--- src/rtl/mem_ctrl_pkg.sv ---
// Shared types and constants for the cache-to-RAM byte-serialising memory controller.
package mem_ctrl_pkg;

    localparam int unsigned AddrWDefault = 17;

    typedef enum logic [1:0] {
        StIdle,
        StRead,
        StWrite,
        StDone
    } state_e;

    typedef enum logic {
        PortInst,
        PortData
    } port_e;

    // Last counter value of each sequence (READ needs one extra cycle for RAM latency)
    localparam logic [2:0] ReadLastCnt  = 3'd4;
    localparam logic [2:0] WriteLastCnt = 3'd3;

    // Little-endian byte select: idx 0 is word[7:0]
    function automatic logic [7:0] get_byte(input logic [31:0] word, input logic [1:0] idx);
        return word[{idx, 3'b000} +: 8];
    endfunction

endpackage

--- src/rtl/mem_ctrl_if.sv ---
// Bundle of the instruction/data cache handshakes and the byte-wide RAM port.
interface mem_ctrl_if #(
    parameter int unsigned ADDR_W = 17
);
    // Instruction cache port
    logic              inst_read_i;
    logic [31:0]       inst_addr_i;
    logic [31:0]       inst_data_o;
    logic              inst_busy_o;
    logic              inst_done_o;
    // Data cache port
    logic              data_read_i;
    logic              data_write_i;
    logic [31:0]       data_addr_i;
    logic [31:0]       data_data_i;
    logic [3:0]        data_mask_i;
    logic [31:0]       data_data_o;
    logic              data_busy_o;
    logic              data_done_o;
    // Byte RAM port
    logic [ADDR_W-1:0] ram_addr_o;
    logic [7:0]        ram_dout_o;
    logic              ram_we_o;
    logic [7:0]        ram_din_i;

    // Controller side
    modport slave (
        input  inst_read_i, inst_addr_i, data_read_i, data_write_i, data_addr_i,
        input  data_data_i, data_mask_i, ram_din_i,
        output inst_data_o, inst_busy_o, inst_done_o, data_data_o, data_busy_o, data_done_o,
        output ram_addr_o, ram_dout_o, ram_we_o
    );

    // Cache / RAM side
    modport master (
        output inst_read_i, inst_addr_i, data_read_i, data_write_i, data_addr_i,
        output data_data_i, data_mask_i, ram_din_i,
        input  inst_data_o, inst_busy_o, inst_done_o, data_data_o, data_busy_o, data_done_o,
        input  ram_addr_o, ram_dout_o, ram_we_o
    );

endinterface

--- src/rtl/mem_ctrl.sv ---
// Arbitrates inst/data cache word requests and serialises each into four byte
// accesses on a synchronous byte RAM with one cycle of read latency.
module mem_ctrl
    import mem_ctrl_pkg::*;
#(
    parameter int unsigned ADDR_W = AddrWDefault
) (
    input logic       clk,
    input logic       rst,
    mem_ctrl_if.slave bus
);

    state_e            state_q, state_d;
    port_e             port_q, port_d;
    logic [2:0]        cnt_q, cnt_d;
    logic [ADDR_W-1:0] base_q, base_d;
    logic [31:0]       wdata_q, wdata_d;
    logic [3:0]        mask_q, mask_d;
    logic [23:0]       rbuf_q, rbuf_d;
    logic [31:0]       inst_rdata_q, inst_rdata_d;
    logic [31:0]       data_rdata_q, data_rdata_d;
    logic [ADDR_W-1:0] ram_addr_q, ram_addr_d;
    logic [7:0]        ram_dout_q, ram_dout_d;
    logic              ram_we_q, ram_we_d;
    logic              guard_q, guard_d;

    logic              inst_req, data_rd_req, data_wr_req;
    logic [1:0]        next_idx;

    // Address bits above the RAM size are deliberately ignored
    logic unused_addr_hi;
    assign unused_addr_hi = ^{bus.inst_addr_i[31:ADDR_W], bus.data_addr_i[31:ADDR_W]};

    // Requests, with the just-served port masked for one IDLE cycle after DONE
    always_comb begin
        inst_req    = bus.inst_read_i  && !(guard_q && port_q == PortInst);
        data_rd_req = bus.data_read_i  && !(guard_q && port_q == PortData);
        data_wr_req = bus.data_write_i && !(guard_q && port_q == PortData);
    end

    // Next-state logic: arbitration, byte sequencing and read-word assembly
    always_comb begin
        state_d      = state_q;
        port_d       = port_q;
        cnt_d        = cnt_q;
        base_d       = base_q;
        wdata_d      = wdata_q;
        mask_d       = mask_q;
        rbuf_d       = rbuf_q;
        inst_rdata_d = inst_rdata_q;
        data_rdata_d = data_rdata_q;
        ram_addr_d   = ram_addr_q;
        ram_dout_d   = ram_dout_q;
        ram_we_d     = 1'b0;
        guard_d      = 1'b0;
        next_idx     = cnt_q[1:0] + 2'd1;

        case (state_q)
            StIdle: begin
                if (data_wr_req || data_rd_req) begin
                    port_d     = PortData;
                    base_d     = bus.data_addr_i[ADDR_W-1:0];
                    wdata_d    = bus.data_data_i;
                    mask_d     = bus.data_mask_i;
                    cnt_d      = 3'd0;
                    ram_addr_d = bus.data_addr_i[ADDR_W-1:0];
                    if (data_wr_req) begin
                        state_d    = StWrite;
                        ram_dout_d = get_byte(bus.data_data_i, 2'd0);
                        ram_we_d   = bus.data_mask_i[0];
                    end else begin
                        state_d = StRead;
                    end
                end else if (inst_req) begin
                    port_d     = PortInst;
                    base_d     = bus.inst_addr_i[ADDR_W-1:0];
                    cnt_d      = 3'd0;
                    ram_addr_d = bus.inst_addr_i[ADDR_W-1:0];
                    state_d    = StRead;
                end
            end

            StRead: begin
                cnt_d = cnt_q + 3'd1;
                if (cnt_q < 3'd3) begin
                    ram_addr_d = base_q + ADDR_W'(next_idx);
                end
                // RAM data lags its address by one cycle, so cnt k carries byte k-1
                case (cnt_q)
                    3'd1: rbuf_d[7:0]   = bus.ram_din_i;
                    3'd2: rbuf_d[15:8]  = bus.ram_din_i;
                    3'd3: rbuf_d[23:16] = bus.ram_din_i;
                    ReadLastCnt: begin
                        if (port_q == PortInst) begin
                            inst_rdata_d = {bus.ram_din_i, rbuf_q};
                        end else begin
                            data_rdata_d = {bus.ram_din_i, rbuf_q};
                        end
                        state_d = StDone;
                    end
                    default: ;
                endcase
            end

            StWrite: begin
                cnt_d = cnt_q + 3'd1;
                if (cnt_q < WriteLastCnt) begin
                    ram_addr_d = base_q + ADDR_W'(next_idx);
                    ram_dout_d = get_byte(wdata_q, next_idx);
                    ram_we_d   = mask_q[next_idx];
                end else begin
                    state_d = StDone;
                end
            end

            StDone: begin
                state_d = StIdle;
                guard_d = 1'b1;
            end

            default: state_d = StIdle;
        endcase
    end

    // State and output registers with synchronous active-low reset
    always_ff @(posedge clk) begin
        if (!rst) begin
            state_q      <= StIdle;
            port_q       <= PortInst;
            cnt_q        <= 3'd0;
            base_q       <= '0;
            wdata_q      <= '0;
            mask_q       <= '0;
            rbuf_q       <= '0;
            inst_rdata_q <= '0;
            data_rdata_q <= '0;
            ram_addr_q   <= '0;
            ram_dout_q   <= '0;
            ram_we_q     <= 1'b0;
            guard_q      <= 1'b0;
        end else begin
            state_q      <= state_d;
            port_q       <= port_d;
            cnt_q        <= cnt_d;
            base_q       <= base_d;
            wdata_q      <= wdata_d;
            mask_q       <= mask_d;
            rbuf_q       <= rbuf_d;
            inst_rdata_q <= inst_rdata_d;
            data_rdata_q <= data_rdata_d;
            ram_addr_q   <= ram_addr_d;
            ram_dout_q   <= ram_dout_d;
            ram_we_q     <= ram_we_d;
            guard_q      <= guard_d;
        end
    end

    // Port outputs
    always_comb begin
        bus.inst_data_o = inst_rdata_q;
        bus.data_data_o = data_rdata_q;
        bus.inst_busy_o = (state_q != StIdle);
        bus.data_busy_o = (state_q != StIdle);
        bus.inst_done_o = (state_q == StDone) && (port_q == PortInst);
        bus.data_done_o = (state_q == StDone) && (port_q == PortData);
        bus.ram_addr_o  = ram_addr_q;
        bus.ram_dout_o  = ram_dout_q;
        bus.ram_we_o    = ram_we_q;
    end

endmodule
--- src/flat_wrapper.sv ---
// flat-port wrapper written by rule: the top's interface ports become plain ports
module mem_ctrl_flat import mem_ctrl_pkg::*;
#(
    parameter int unsigned ADDR_W = AddrWDefault
)
  (clk, rst, bus_inst_read_i, bus_inst_addr_i, bus_data_read_i, bus_data_write_i, bus_data_addr_i, bus_data_data_i, bus_data_mask_i, bus_ram_din_i, bus_inst_data_o, bus_inst_busy_o, bus_inst_done_o, bus_data_data_o, bus_data_busy_o, bus_data_done_o, bus_ram_addr_o, bus_ram_dout_o, bus_ram_we_o);
  mem_ctrl_if #(.ADDR_W(ADDR_W)) bus_i ();
  input logic clk;
  input logic rst;
  input wire logic [$bits(bus_i.inst_read_i)-1:0] bus_inst_read_i;
  input wire logic [$bits(bus_i.inst_addr_i)-1:0] bus_inst_addr_i;
  input wire logic [$bits(bus_i.data_read_i)-1:0] bus_data_read_i;
  input wire logic [$bits(bus_i.data_write_i)-1:0] bus_data_write_i;
  input wire logic [$bits(bus_i.data_addr_i)-1:0] bus_data_addr_i;
  input wire logic [$bits(bus_i.data_data_i)-1:0] bus_data_data_i;
  input wire logic [$bits(bus_i.data_mask_i)-1:0] bus_data_mask_i;
  input wire logic [$bits(bus_i.ram_din_i)-1:0] bus_ram_din_i;
  output wire logic [$bits(bus_i.inst_data_o)-1:0] bus_inst_data_o;
  output wire logic [$bits(bus_i.inst_busy_o)-1:0] bus_inst_busy_o;
  output wire logic [$bits(bus_i.inst_done_o)-1:0] bus_inst_done_o;
  output wire logic [$bits(bus_i.data_data_o)-1:0] bus_data_data_o;
  output wire logic [$bits(bus_i.data_busy_o)-1:0] bus_data_busy_o;
  output wire logic [$bits(bus_i.data_done_o)-1:0] bus_data_done_o;
  output wire logic [$bits(bus_i.ram_addr_o)-1:0] bus_ram_addr_o;
  output wire logic [$bits(bus_i.ram_dout_o)-1:0] bus_ram_dout_o;
  output wire logic [$bits(bus_i.ram_we_o)-1:0] bus_ram_we_o;
  assign bus_i.inst_read_i = bus_inst_read_i;
  assign bus_i.inst_addr_i = bus_inst_addr_i;
  assign bus_i.data_read_i = bus_data_read_i;
  assign bus_i.data_write_i = bus_data_write_i;
  assign bus_i.data_addr_i = bus_data_addr_i;
  assign bus_i.data_data_i = bus_data_data_i;
  assign bus_i.data_mask_i = bus_data_mask_i;
  assign bus_i.ram_din_i = bus_ram_din_i;
  assign bus_inst_data_o = bus_i.inst_data_o;
  assign bus_inst_busy_o = bus_i.inst_busy_o;
  assign bus_inst_done_o = bus_i.inst_done_o;
  assign bus_data_data_o = bus_i.data_data_o;
  assign bus_data_busy_o = bus_i.data_busy_o;
  assign bus_data_done_o = bus_i.data_done_o;
  assign bus_ram_addr_o = bus_i.ram_addr_o;
  assign bus_ram_dout_o = bus_i.ram_dout_o;
  assign bus_ram_we_o = bus_i.ram_we_o;
  mem_ctrl #(.ADDR_W(ADDR_W)) u_core (.clk(clk), .rst(rst), .bus(bus_i));
endmodule
--- config.mk ---
export PLATFORM = sky130hd
export DESIGN_NAME = mem_ctrl_flat
export DESIGN_NICKNAME = d
export VERILOG_FILES = /design/src/rtl/mem_ctrl_pkg.sv /design/src/rtl/mem_ctrl_if.sv /design/src/rtl/mem_ctrl.sv /design/src/flat_wrapper.sv
export SDC_FILE = /design/constraint.sdc
export NUM_CORES = 1
export LEC_CHECK = 0
export CAP_MARGIN = 25
export CORE_ASPECT_RATIO = 1.25
export CORE_MARGIN = 5
export CORE_UTILIZATION = 45
export CTS_CLUSTER_SIZE = 14
export DETAILED_ROUTE_END_ITERATION = 12
export GPL_ROUTABILITY_DRIVEN = 0
export PLACE_DENSITY = 0.87
export SLEW_MARGIN = 20
export SYNTH_ARGS = -nofsm -noshare
export SYNTH_HDL_FRONTEND = slang
export SYNTH_SLANG_ARGS = --single-unit
--- constraint.sdc ---
create_clock -name clk -period 3.1 [get_ports clk]
set_input_delay 0.775 -clock clk [delete_from_list [all_inputs] [get_ports clk]]
set_output_delay 0.775 -clock clk [all_outputs]
set_load 0.01 [all_outputs]
==> flow_summary_export.csv <==
group,metric,value,unit
clocking,clock-root-buffer,"clkbuf_16",
setup_path,rr_worst_depth,8,
setup_path,r2r-end,"u_core.bus.ram_addr_o[5]$_SDFFE_PN0P_",
sta,rsz0062_at_grt,"no",
route,first_pass_iters,4,
sta,setup_violations,0,
finish,n_fill_cell,1298,
placed_design,port_buffers,176,
synth,synthCells,845,
setup_path,start_kind,"flip-flop",
setup_path,path_max_fanout,6,
floorplanning,coreArea,15630,sq um
grt,grt_pass1_vias,6193,
route,viasPerCell,5.340,
synth,seq_area_frac_synth,48.60,%
pwr,vdd_drop_max,0.4927,mV
clocking,post_cts_buffers,0,
synth,synth.distinct_cells,47,
clocking,clkTransAtPathRegs,60,ps
floorplanning,dieHeight,151.1,microns
sta,whs,452.0,ps
clocking,numCtsBuffers,17,
synth,synth_edf_count,0,
sta,fmax,350.4,MHz
setup_path,arrival,2080,ps
sta,maxSlewHeadroom,46.14,%
sta,hold_viol_final,0,
finish,n_antenna_cell,0,
floorplanning,fp.dieArea,18570,sq um
placed_design,dp_hpwl,13220,microns
run_status,status,"complete, no violations",
grt,grt-ovfl-total,0,
finish,layout.nets,1122,
grt,grtUsageTotal,20.60,%
clocking,ctsHoldBuffers,0,
setup_path,crit_path_max_incr_delay,600,ps
setup_path,crit_slowest_cell,"clkdlybuf4s50_1",
clocking,cts_max_level,4,
route,drt_iter0_markers,524,
route,routedWlPerCell,15.76,microns
route,num_vias,6526,
placed_design,placedCellCount,1190,
route,final_antenna_net_count,0,
synth,ys_warn_count,0,
hold_path,min-delay-path-class,"flip-flop to flip-flop",
synth,synth_area,7167,sq um
setup_path,endpoint_kind,"output pin",
floorplanning,dieWidth,122.9,microns
sta,finalCriticalPeriod,2854,ps
floorplanning,io_pins,207,
grt,grt_max_degree,157,
finish,finalInstanceArea,9723,sq um
grt,antenna_found_initial,0,
setup_path,regToRegSetupSlack,670,ps
sta,final.setup.tns,0,ps
route,drc,0,
route,wirelength,19250,microns
placed_design,place_area,9101,sq um
synth,synth.net_count,970,
synth,async_flop_share,0,%
setup_path,crit_start,"u_core.state_q[1]$_SDFFE_PN0P_",
setup_path,cp_common_cell,"inv_1",
clocking,cts-resized-gates,0,
floorplanning,num_rows,51,
finish,stdcell_count,1222,
finish,syn2layout_area_growth,35.67,%
setup_path,crit_required,2320,ps
clocking,insertion_delay,420,ps
sta,tightest_slew,808.0,ps
clocking,cts_tree,"done",
grt,grt_pass1_wl,30370,microns
synth,ys.flop_type,"dfxtp_1",
setup_path,crit_chain,"inv_1 > ha_1 > inv_1 > clkdlybuf4s50_1",
setup_path,worstSetupPathType,"flip-flop to output pin",
job,cap_violations,0,
setup_path,r2r-start,"u_core.state_q[1]$_SDFFE_PN0P_",
setup_path,endpoint,"bus_data_busy_o",
pwr,powerDensity,755.3,nW/um^2
synth,synth_area_per_cell,8.482,sq um
sta,timing.final.max_slew_violations,0,
clocking,cts.path.max_buffers,2,
clocking,cts.sinks,174,
floorplanning,initial_utilization,45.84,%
finish,drive_gt1_share,6.832,%
sta,fin_skew,8.229,ps
synth,synth_seq_cells,174,
pwr,power_leakage,3.416,nW
sta,finalCritPeriodShare,92.05,%
-- Yosys cell counts (3+ instances only) --
| master | number | area [sq um] |
|---|---|---|
| nand2_1 | 243 | 912.1 |
| dfxtp_1 | 174 | 3483 |
| a21oi_1 | 132 | 660.6 |
| clkbuf_1 | 42 | 157.7 |
| nor2_1 | 35 | 131.4 |
| mux2i_1 | 34 | 340.3 |
| nand3_1 | 32 | 160.2 |
| a211oi_1 | 25 | 187.7 |
| ha_1 | 11 | 137.6 |
| a22o_1 | 9 | 78.83 |
| mux4_2 | 9 | 202.7 |
| buf_2 | 8 | 40.04 |
| inv_1 | 8 | 30.03 |
| o21ai_0 | 8 | 40.04 |
| a32o_1 | 7 | 70.07 |
| buf_1 | 5 | 18.77 |
| nand2b_1 | 5 | 31.28 |
| nor3_1 | 5 | 25.02 |
| xnor2_1 | 5 | 43.79 |
| and2_1 | 3 | 18.77 |
| and3_1 | 3 | 18.77 |
| nand4_1 | 3 | 18.77 |
| xor2_1 | 3 | 26.28 |
-- critical path, delay by kind of cell (launching register included) --
kind | cells | cell delay [ps]
buf+inv | 3 | 970
flops | 1 | 400
fa+ha+maj | 1 | 290
-- worst min path at each step --
stage                                                  from                                 endpoint  slack (ps)  cells past startpoint
global route                 u_core.wdata_q[5]$_SDFFE_PN0P_           u_core.wdata_q[5]$_SDFFE_PN0P_         470                      2
finish              u_core.bus.data_data_o[18]$_SDFFE_PN0P_  u_core.bus.data_data_o[18]$_SDFFE_PN0P_         450                      2
CTS                          u_core.wdata_q[4]$_SDFFE_PN0P_           u_core.wdata_q[4]$_SDFFE_PN0P_         450                      2
global placement             u_core.wdata_q[6]$_SDFFE_PN0P_           u_core.wdata_q[6]$_SDFFE_PN0P_         440                      2
floorplan                     u_core.mask_q[3]$_SDFFE_PN0P_            u_core.mask_q[3]$_SDFFE_PN0P_         430                      2
detailed placement           u_core.wdata_q[4]$_SDFFE_PN0P_           u_core.wdata_q[4]$_SDFFE_PN0P_         440                      2
-- flip-flops by register name, summed over array words and instances, names as in the netlist --
name,cells
u_core.bus.data_data_o,32
u_core.bus.inst_data_o,32
u_core.wdata_q,32
u_core.rbuf_q,24
u_core.base_q,17
u_core.bus.ram_addr_o,17
u_core.bus.ram_dout_o,8
u_core.mask_q,4
u_core.cnt_q,3
u_core.state_q,2
u_core.bus.ram_we_o,1
u_core.guard_q,1
u_core.port_q,1
-- placed cells by master, fill, tap and decap left out, types with 2 or more instances in the layout --
master	netlist	layout
clkbuf_16	0	17
xnor2_1	5	5
nor3_1	5	5
nor2_1	35	32
or3_1	2	2
o21a_1	2	2
clkbuf_8	0	3
nand2b_1	5	5
a21o_1	2	2
a21oi_1	132	132
clkinvlp_4	0	2
mux4_2	9	9
bufinv_16	0	3
dfxtp_1	174	174
a311o_1	2	2
a22o_1	9	9
a32o_1	7	7
a211oi_4	2	2
nand2_1	243	243
clkdlybuf4s50_1	0	176
clkinv_2	0	3
a41oi_1	2	2
nand3_1	32	32
nor2_2	0	3
a211oi_1	25	25
o21ai_0	8	8
nand4_1	3	3
ha_1	11	11
and2_1	3	3
inv_6	0	3
and3_1	3	3
xor2_1	3	3
inv_1	8	7
buf_4	2	14
mux2i_1	34	34
a22oi_1	2	2
and4_1	2	2
o2111ai_1	2	2
-- area by class of cell --
type / count / area (sq um) / area share (%)
clock buffer: 20 / 466.7 / 4.800
sequential: 174 / 3483 / 35.83
timing repair buffer: 191 / 1887 / 19.41
multi-input combinational: 605 / 3433 / 35.31
inverter: 8 / 32.53 / 0.3346
tap: 212 / 265.3 / 2.728
clock inverter: 12 / 155.1 / 1.596
-- power by group --
part | leakage [nW] | internal, mW | switching [mW]
clock network | 0.303 | 1.34 | 0.892
registers | 1.42 | 2.60 | 0.260
logic | 1.69 | 1.04 | 1.21
-- routing by layer --
metal	track usage (%)	share of wire (%)	vias to the layer above
li1	-	-	3212
met1	23.98	40	3075
met2	36.53	52	196
met3	3.885	5.4	43
met4	9.132	2.7	0
met5	0	0	-
-- stage by stage --
step	power (mW)	utilization (%)	setup slack (ps)
CTS	7.386	62.19	258.0
global placement	5.094	58.22	339.9
global route	7.725	62.19	155.3
floorplan	4.339	-	481.1
finish	7.344	62.19	246.4
detailed placement	5.156	58.22	266.3
-- cell families (layout without fill, tap and decap cells) --
logic type	after synthesis	count (layout)	share of synthesized area, %
AND/OR/NAND/NOR	340	340	19.55
multiplexers	43	43	7.577
AO/OA/AOI/OAI	202	202	17.28
adder cells (fa/ha/maj)	12	12	2.200
buffers and inverters	66	231	3.806
flip-flops	174	174	48.60
XOR/XNOR	8	8	0.9777
Note: power is estimated with default switching activity, not from simulation.
